[config.mk]
export PLATFORM = sky130hd
export DESIGN_NAME = cook_countdown
export DESIGN_NICKNAME = d
export VERILOG_FILES = /design/src/rtl/microwave_pkg.sv /design/src/rtl/tick_gen.sv /design/src/rtl/cook_countdown.sv
export SDC_FILE = /design/constraint.sdc
export NUM_CORES = 1
export LEC_CHECK = 0
export ABC_AREA = 0
export ABC_CLOCK_PERIOD_IN_PS = 2700
export CAP_MARGIN = 20
export CORE_UTILIZATION = 40
export DETAILED_ROUTE_END_ITERATION = 10
export SLEW_MARGIN = 20
export SYNTH_ARGS = -nofsm -noshare
export SYNTH_HDL_FRONTEND = slang
export SYNTH_SLANG_ARGS = --single-unit
[constraint.sdc]
create_clock -name clk -period 2.7 [get_ports clk]
set_input_delay 0.54 -clock clk [delete_from_list [all_inputs] [get_ports clk]]
set_output_delay 0.54 -clock clk [all_outputs]
set_load 0.01 [all_outputs]
[src/rtl/microwave_pkg.sv]
// Shared definitions for the microwave controller: FSM encodings, time width and
// the clamp applied to set-time values.
package microwave_pkg;

   localparam int TIME_W = 6;
   localparam logic [TIME_W-1:0] MAX_SEC = 6'd59;

   typedef enum logic [1:0] {
      ST_IDLE  = 2'd0,
      ST_RUN   = 2'd1,
      ST_PAUSE = 2'd2,
      ST_BEEP  = 2'd3
   } state_t;

   // The setting stage can present up to 63; anything above 59 saturates.
   function automatic logic [TIME_W-1:0] clamp_time(input logic [TIME_W-1:0] v);
      return (v > MAX_SEC) ? MAX_SEC : v;
   endfunction

endpackage

[src/rtl/tick_gen.sv]
// Prescaler producing a one-cycle tick on every TICK_CYCLES-th enabled clock.
// The tick is decoded from the count so the consumer acts on the wrapping edge itself.
module tick_gen #(
   parameter int TICK_CYCLES = 10
) (
   input  logic clk,
   input  logic rst,
   input  logic en,
   input  logic clr,
   output logic tick
);

   localparam int CNT_W = (TICK_CYCLES > 1) ? $clog2(TICK_CYCLES) : 1;
   localparam logic [CNT_W-1:0] LAST = CNT_W'(TICK_CYCLES - 1);

   logic [CNT_W-1:0] cnt;

   assign tick = en && !clr && (cnt == LAST);

   // NOTE: state registers use non-blocking assignments so every flop samples
   // pre-edge values, independent of block ordering.
   always_ff @(posedge clk) begin
      if (rst || clr) begin
         cnt <= '0;
      end else if (en) begin
         cnt <= (cnt == LAST) ? '0 : cnt + CNT_W'(1);
      end
   end

endmodule

[src/rtl/cook_countdown.sv]
// Cook timer: latches the set time on start, counts down at 1 Hz, pulses done and beeps.
// Optional door interlock is enabled by defining DOOR_INTERLOCK_EN.
module cook_countdown
   import microwave_pkg::*;
#(
   parameter int CLK_FREQ_HZ = 100_000_000,
   parameter int TICK_CYCLES = CLK_FREQ_HZ,
   parameter int BEEP_SEC    = 3
) (
   input  logic              clk,
   input  logic              rst,
   input  logic [TIME_W-1:0] i_set_min,
   input  logic [TIME_W-1:0] i_set_sec,
   input  logic              i_start,
   input  logic              i_pause,
   input  logic              i_cancel,
   input  logic              i_door_open,
   output logic [TIME_W-1:0] o_min,
   output logic [TIME_W-1:0] o_sec,
   output logic              o_motor_en,
   output logic              o_done,
   output logic              o_beep,
   output logic [1:0]        o_state
);

   localparam int BEEP_W = (BEEP_SEC > 1) ? $clog2(BEEP_SEC) : 1;
   localparam logic [BEEP_W-1:0] BEEP_LAST = BEEP_W'(BEEP_SEC - 1);

   state_t            state, next_state;
   logic [TIME_W-1:0] set_min_c, set_sec_c, min_n, sec_n;
   logic [BEEP_W-1:0] beep_cnt, beep_cnt_n;
   logic              set_nonzero, start_ok, door_block, done_n;
   logic              tick, tick_en, tick_clr;

   assign set_min_c   = clamp_time(i_set_min);
   assign set_sec_c   = clamp_time(i_set_sec);
   assign set_nonzero = (set_min_c != '0) || (set_sec_c != '0);

`ifdef DOOR_INTERLOCK_EN
   assign start_ok   = i_start && !i_door_open;
   assign door_block = i_door_open;
`else
   logic unused_door;
   assign unused_door = i_door_open;
   assign start_ok    = i_start;
   assign door_block  = 1'b0;
`endif

   // Prescaler is parked at zero in IDLE, holds in PAUSE, and keeps running in BEEP.
   assign tick_en  = (state == ST_RUN) || (state == ST_BEEP);
   assign tick_clr = (state == ST_IDLE);

   tick_gen #(.TICK_CYCLES(TICK_CYCLES)) u_tick_gen (
      .clk  (clk),
      .rst  (rst),
      .en   (tick_en),
      .clr  (tick_clr),
      .tick (tick)
   );

   // NOTE: every signal written here gets a default first, so no path can
   // leave it unassigned and infer a latch.
   always_comb begin
      next_state = state;
      min_n      = o_min;
      sec_n      = o_sec;
      beep_cnt_n = beep_cnt;
      done_n     = 1'b0;

      unique case (state)
         ST_IDLE: begin
            if (!i_cancel && !i_pause && start_ok && set_nonzero) next_state = ST_RUN;
         end
         ST_RUN: begin
            if (i_cancel) begin
               next_state = ST_IDLE;
            end else if (i_pause || door_block) begin
               next_state = ST_PAUSE;
            end else if (tick) begin
               if (o_sec != '0) begin
                  sec_n = o_sec - TIME_W'(1);
               end else if (o_min != '0) begin
                  min_n = o_min - TIME_W'(1);
                  sec_n = MAX_SEC;
               end
               if (min_n == '0 && sec_n == '0) begin
                  next_state = ST_BEEP;
                  done_n     = 1'b1;
                  beep_cnt_n = '0;
               end
            end
         end
         ST_PAUSE: begin
            if (i_cancel)                  next_state = ST_IDLE;
            else if (!i_pause && start_ok) next_state = ST_RUN;
         end
         ST_BEEP: begin
            if (i_cancel || i_start) begin
               next_state = ST_IDLE;
            end else if (tick) begin
               if (beep_cnt == BEEP_LAST) next_state = ST_IDLE;
               else                       beep_cnt_n = beep_cnt + BEEP_W'(1);
            end
         end
         default: next_state = ST_IDLE;
      endcase

      // Any cycle spent in IDLE, including the entry edge, shows the set time.
      if (next_state == ST_IDLE) begin
         min_n = set_min_c;
         sec_n = set_sec_c;
      end
   end

   always_ff @(posedge clk) begin
      if (rst) begin
         state      <= ST_IDLE;
         o_min      <= '0;
         o_sec      <= '0;
         o_motor_en <= 1'b0;
         o_done     <= 1'b0;
         o_beep     <= 1'b0;
         beep_cnt   <= '0;
      end else begin
         state      <= next_state;
         o_min      <= min_n;
         o_sec      <= sec_n;
         o_motor_en <= (next_state == ST_RUN);
         o_done     <= done_n;
         o_beep     <= (next_state == ST_BEEP);
         beep_cnt   <= beep_cnt_n;
      end
   end

   assign o_state = state;

endmodule
Word level (Yosys, flattened, before mapping)
Cells that the tools add are included.

storage, ports and cells
  register bits = 46
  latch bits = 0
  RAM bits = 0
  bits in read-only memories = 0
  input port bits = 18
  output and inout bits = 17
  word-level logic and storage cells = 105
  memories = 0

cells by class
  $add $sub $neg = 4
  multiply operators = 0
  divide/modulo/power cells = 0
  magnitude comparators = 2
  eq/ne operators = 16
  shifts and indexed selects = 0
  mux-type cells = 45
  bitwise gates (word level) = 2
  reduce and logical (&&, ||, !) cells = 28

operators by type and width
  kind                     count
  $mux W6                  24
  $mux W2                  17
  $add A27 B1 Y27 const B  1
  $eq A27 B27 Y1 const B   1
  $mux W27                 1
  $reduce_bool A6 Y1       4
  $gt A6 B6 Y1 const B     2
  $logic_not A6 Y1         2
  $ne A2 B2 Y1 const B     6
  $sub A6 B1 Y6 const B    2
  $eq A2 B2 Y1 const B     4
  $pmux W2 S4              1
  $reduce_and A8 Y1        1
  $logic_and A1 B1 Y1      7
  $ne A2 B1 Y1 const B     3
  $reduce_bool A2 Y1       3
  $reduce_or A5 Y1         1
  $eq A2 B1 Y1 const B     2
  $logic_not A2 Y1         2
  $logic_or A1 B1 Y1       4
  $pmux W2 S2              1
  $reduce_and A4 Y1        1
  $logic_not A1 Y1         3
  $add A2 B1 Y2 const B    1
  other kinds (2)          3

Logic depth before layout (Yosys ltp)
  depth after elaboration = 18
  mapped depth = 10
  gate-level depth less buffers = 8

Modules after synthesis
Synthesis repeated with hierarchy kept, for this count alone.

unflattened totals
  cell total of the unflattened synthesis = 353
  area, all modules = 2949.1 µm²

by module, submodules not included
  module          times used  cells each  area an instance (µm²)  sequential area each (µm²)
  cook_countdown  1           200         1614.0                  380.4
  tick_gen        1           153         1335.0                  540.5

Worst setup path before layout
OpenSTA, ideal clock, no wires.

  kind = register -> register
  start = register o_sec[0]
  end = register beep_cnt[0]
  data arrival time = 2.594 ns
  setup slack = -0.026 ns
  cell stages (with the launch flop) = 10
  path buffers = 1
  cell sequence = dfxtp_1 > clkbuf_1 > inv_1 > ha_1 > or3b_1 > nor4b_1 > mux2_2 > or4_1 > o211ai_2 > a21oi_1

between the ends
  word-level cells in the longest chain between the ends = 10
  elaborated cells on any way between the ends = 18
  those cells by class = add/sub (1); eq/ne (1); mux (11); reduce/logical (5)

ends and longest elaborated chain
  item                                         line                   RTL
  start, declared                              cook_countdown.sv:19   output logic [TIME_W-1:0] o_sec,
  start signal, assigned                       cook_countdown.sv:127  o_sec <= sec_n;
  $sub A6 B1 Y6, or another cell as far along  cook_countdown.sv:81   sec_n = o_sec - TIME_W'(1);
  $mux W6                                      cook_countdown.sv:80   if (o_sec != '0) begin
  $mux W6                                      cook_countdown.sv:79   end else if (tick) begin
  $mux W6                                      cook_countdown.sv:77   end else if (i_pause || door_block) begin
  $mux W6                                      cook_countdown.sv:75   if (i_cancel) begin
  $mux W6                                      cook_countdown.sv:70   unique case (state)
  $logic_not A6 Y1                             cook_countdown.sv:86   if (min_n == '0 && sec_n == '0) begin
  $logic_and A1 B1 Y1 *                        cook_countdown.sv:86
  $ne A2 B1 Y1 (no source line) *              -
  $reduce_and A8 Y1 (no source line) *         -
  end signal, assigned                         cook_countdown.sv:131  beep_cnt <= beep_cnt_n;
  end, declared                                cook_countdown.sv:31   logic [BEEP_W-1:0] beep_cnt, beep_cnt_n;

Mark *: on every way between the ends. The rest lies on a longest branch, timed or not. The select of a mux whose other input is x is not followed.
A chain may end at the register's enable or synchronous reset.

Worst setup path after layout
  start = register o_sec[0]
  end = register o_motor_en

between the ends
  word-level cells in the longest chain between the ends = 14
  elaborated cells on any way between the ends = 22
  those cells by class = add/sub (1); eq/ne (1); mux (16); reduce/logical (4)

ends and longest elaborated chain
  item                                         line                   RTL
  $sub A6 B1 Y6, or another cell as far along  cook_countdown.sv:81
  $mux W6                                      cook_countdown.sv:80
  $mux W6                                      cook_countdown.sv:79
  $mux W6                                      cook_countdown.sv:77
  $mux W6                                      cook_countdown.sv:75
  $mux W6                                      cook_countdown.sv:70
  $logic_not A6 Y1                             cook_countdown.sv:86
  $logic_and A1 B1 Y1 *                        cook_countdown.sv:86
  $mux W2 *                                    cook_countdown.sv:86
  $mux W2 *                                    cook_countdown.sv:79
  $mux W2 *                                    cook_countdown.sv:77
  $mux W2 *                                    cook_countdown.sv:75
  $pmux W2 S4 *                                cook_countdown.sv:70
  $eq A2 B1 Y1 *                               cook_countdown.sv:128  o_motor_en <= (next_state == ST_RUN);
  end signal, assigned                         cook_countdown.sv:128
  end, declared                                cook_countdown.sv:20   output logic o_motor_en,

Marked as above.

==> impl_metrics.py <==
metrics = {
    "run_status": {
        "status": "complete, no violations",
    },
    "sta": {
        "tns_ps": 0,
        "skew_ps": 12.4,
        "final_max_slew_viol_count": 0,
        "hold_violations": 0,
        "post-route-period-util": 0.962,
        "worst_slack_ps": 102,
        "hold_slack_ps": 471,
        "fmax_mhz": 385,
        "finalCriticalPeriod_ps": 2600,
        "slew-limit-headroom": 0.638,
        "rsz0062_at_grt": "false",
        "worst_pin_slew_ps": 535,
        "setup_viol": 0,
    },
    "yosys": {
        "syn_area_um2": 2800,
        "syn-num-nets": 368,
        "ys_seq_area_frac": 0.329,
        "netlist.area_leader.share": 0.329,
        "ys_ff_latch": 46,
        "synth_edf_count": 0,
        "ys_types": 58,
        "syn-instance-count": 346,
        "synth_top_area_cell": "dfxtp_1",
        "ys.flop_type": "dfxtp_1",
        "avgSynthCellArea_um2": 8.09,
        "ys_async_sr_fraction": 0,
        "synth_area_leaders": "dfxtp_1 33%, nand3_1 5.7%, nor2_1 5.6%",
        "yosys_warnings": 0,
    },
    "worst_setup_path": {
        "critPathArrivalTime_ps": 2800,
        "path_max_fanout": 4,
        "cp.required_ps": 2900,
        "critPathKind": "flip-flop to flip-flop",
        "cp_slowest_cell": "or3b_4",
        "crit_chain": "inv_1, ha_1, or3b_4, nor4b_2, mux2_2, nor4_2, buf_4, nand3_2, o31a_1",
        "cpPeakStageDelay_ps": 430,
        "critPathLaunchType": "flip-flop",
        "crit_path_end_kind": "flip-flop",
    },
    "power": {
        "p_leak_nw": 1.18,
        "power.density_nw_per_um2": 426,
        "peakVddDrop_mv": 0.266,
    },
    "clock_network": {
        "cts-root-buf": "clkbuf_8",
        "clk_pin_slew_ps": 100,
        "clock_latency_ps": 300,
        "cts_tree": "yes",
        "numCtsBuffers": 5,
        "htreeDepth": 2,
        "clk_path_buf_depth": 2,
        "postCtsSetupBuffers": 0,
        "cts.sinks": 46,
    },
    "route": {
        "firstDrtPassIters": 4,
        "finalWirelength_um": 7280,
        "drtAntennaViolNets": 0,
        "avgRoutedWirePerCell_um": 15.3,
        "drt_iter0_drc": 108,
        "vias_per_cell": 5.83,
        "vias": 2771,
        "drc_errors": 0,
    },
    "worst_hold_path": {
        "hold_class": "flip-flop to flip-flop",
    },
    "placed_design": {
        "pre_cts_slack_ps": 21.0,
        "io_buffers": 33,
        "place.gp.congestion": 0.826,
        "dp_hpwl_um": 5360,
    },
    "floorplanning": {
        "core_area_um2": 6760,
        "rows": 30,
        "design.die.area_um2": 7330,
        "die_h_um": 85.6,
        "initial_core_util": 0.414,
        "io_pins": 35,
        "die_width_um": 85.6,
    },
    "run": {
        "maxCapViolCount": 0,
    },
    "grt": {
        "grt-ovfl-total": 0,
        "grt_pass1_wl_um": 12300,
        "antenna_found_initial": 0,
        "grt_max_degree": 26,
        "track_usage": 0.209,
        "grt_pass1_vias": 2642,
    },
    "cells_and_area": {
        "area_delta_synth_final_pct": 23.2,
        "fillCellCount": 656,
        "num_antenna_cells": 0,
        "final_common_cell": "dfxtp_1",
        "nets": 416,
        "drive_gt1_frac": 0.137,
        "layout_common_cells": "46 x dfxtp_1, 42 x nor2_1, 33 x clkdlybuf4s50_1",
    },
}
[synth_stat cells, types with 3 or more instances]
library cell	number
a21o_1	3
a21oi_1	18
a22oi_1	6
a31oi_1	7
a41o_1	4
and3_1	4
and4_1	5
buf_2	7
buf_6	3
clkbuf_1	5
dfxtp_1	46
ha_1	4
inv_1	13
nand2_1	22
nand3_1	32
nand4_1	11
nor2_1	42
nor2b_1	5
nor3_1	10
nor4_1	5
nor4_2	3
nor4b_1	5
o211ai_1	4
o21ai_0	11
or3_1	6
xnor2_1	7
xor2_1	17
[path summary, 6_finish.rpt]
| check | from | endpoint | slack, ps | cells after the start |
|---|---|---|---|---|
| max | o_sec[0]$_SDFFE_PP0P_ | o_motor_en$_SDFF_PP0_ | 100 | 9 |
| min reg2reg | beep_cnt[0]$_SDFFE_PP0P_ | beep_cnt[0]$_SDFFE_PP0P_ | 470 | 2 |
| max reg2reg | o_sec[0]$_SDFFE_PP0P_ | o_motor_en$_SDFF_PP0_ | 100 | 9 |
| min | beep_cnt[0]$_SDFFE_PP0P_ | beep_cnt[0]$_SDFFE_PP0P_ | 470 | 2 |
[power by group]
group	internal (mW)	switching (mW)
Clock	0.212	0.246
Sequential	0.692	0.0182
Combinational	0.145	0.155
Total	1.05	0.420
[logic make-up after synthesis]
family                     share of synthesized area
and+or+nand+nor                                0.333
DFF                                            0.329
muxes                                         0.0152
AOI/OAI and AO/OA                              0.175
adders and majority gates                     0.0179
xor gates and xnor gates                      0.0751
buffers and inverters                         0.0541
[per-stage QoR]
step	util	total power, mW	area, um2	std cells
floorplan	-	0.896	2800	346
CTS	0.507	1.47	3430	475
global route	0.510	1.55	3450	475
global placement	0.493	1.01	3330	467
finish	0.510	1.47	3450	475
detailed placement	0.493	1.02	3330	467
[metal layers]
layer,GRT usage,share of wire
met5,0,0
met4,0.0667,0.015
met3,0.0337,0.046
met2,0.363,0.49
met1,0.264,0.44
[critical path, delay by kind of cell (launching register included)]
| kind | cells | cell delay [ps] |
|---|---|---|
| adders and majority gates | 1 | 190 |
| and+or+nand+nor | 4 | 1090 |
| buffers and inverters | 2 | 220 |
| DFF | 1 | 320 |
| muxes | 1 | 410 |
| AOI/OAI and AO/OA | 1 | 270 |
[flip-flops by register name, indices dropped and copies added, names as in the netlist]
register and cells:
o_motor_en 1, u_tick_gen.cnt 27, o_done 1, o_beep 1, beep_cnt 2, o_min 6
o_sec 6, o_state 2
[repair_timing]
action                     in CTS  in global routing
resized for setup               0                  4
setup endpoints to repair       0                  6
hold buffers                    0                  0
[cell type report]
type	count	area [um2]	area share
multi-input combinational	270	1750	0.508
sequential	46	921	0.267
timing repair buffer	58	531	0.154
tap	80	100	0.0290
clock buffer	7	86.3	0.0250
inverter	13	48.8	0.0142
clock inverter	1	8.76	0.00254
No activity file was read; power rests on OpenSTA's default activity.
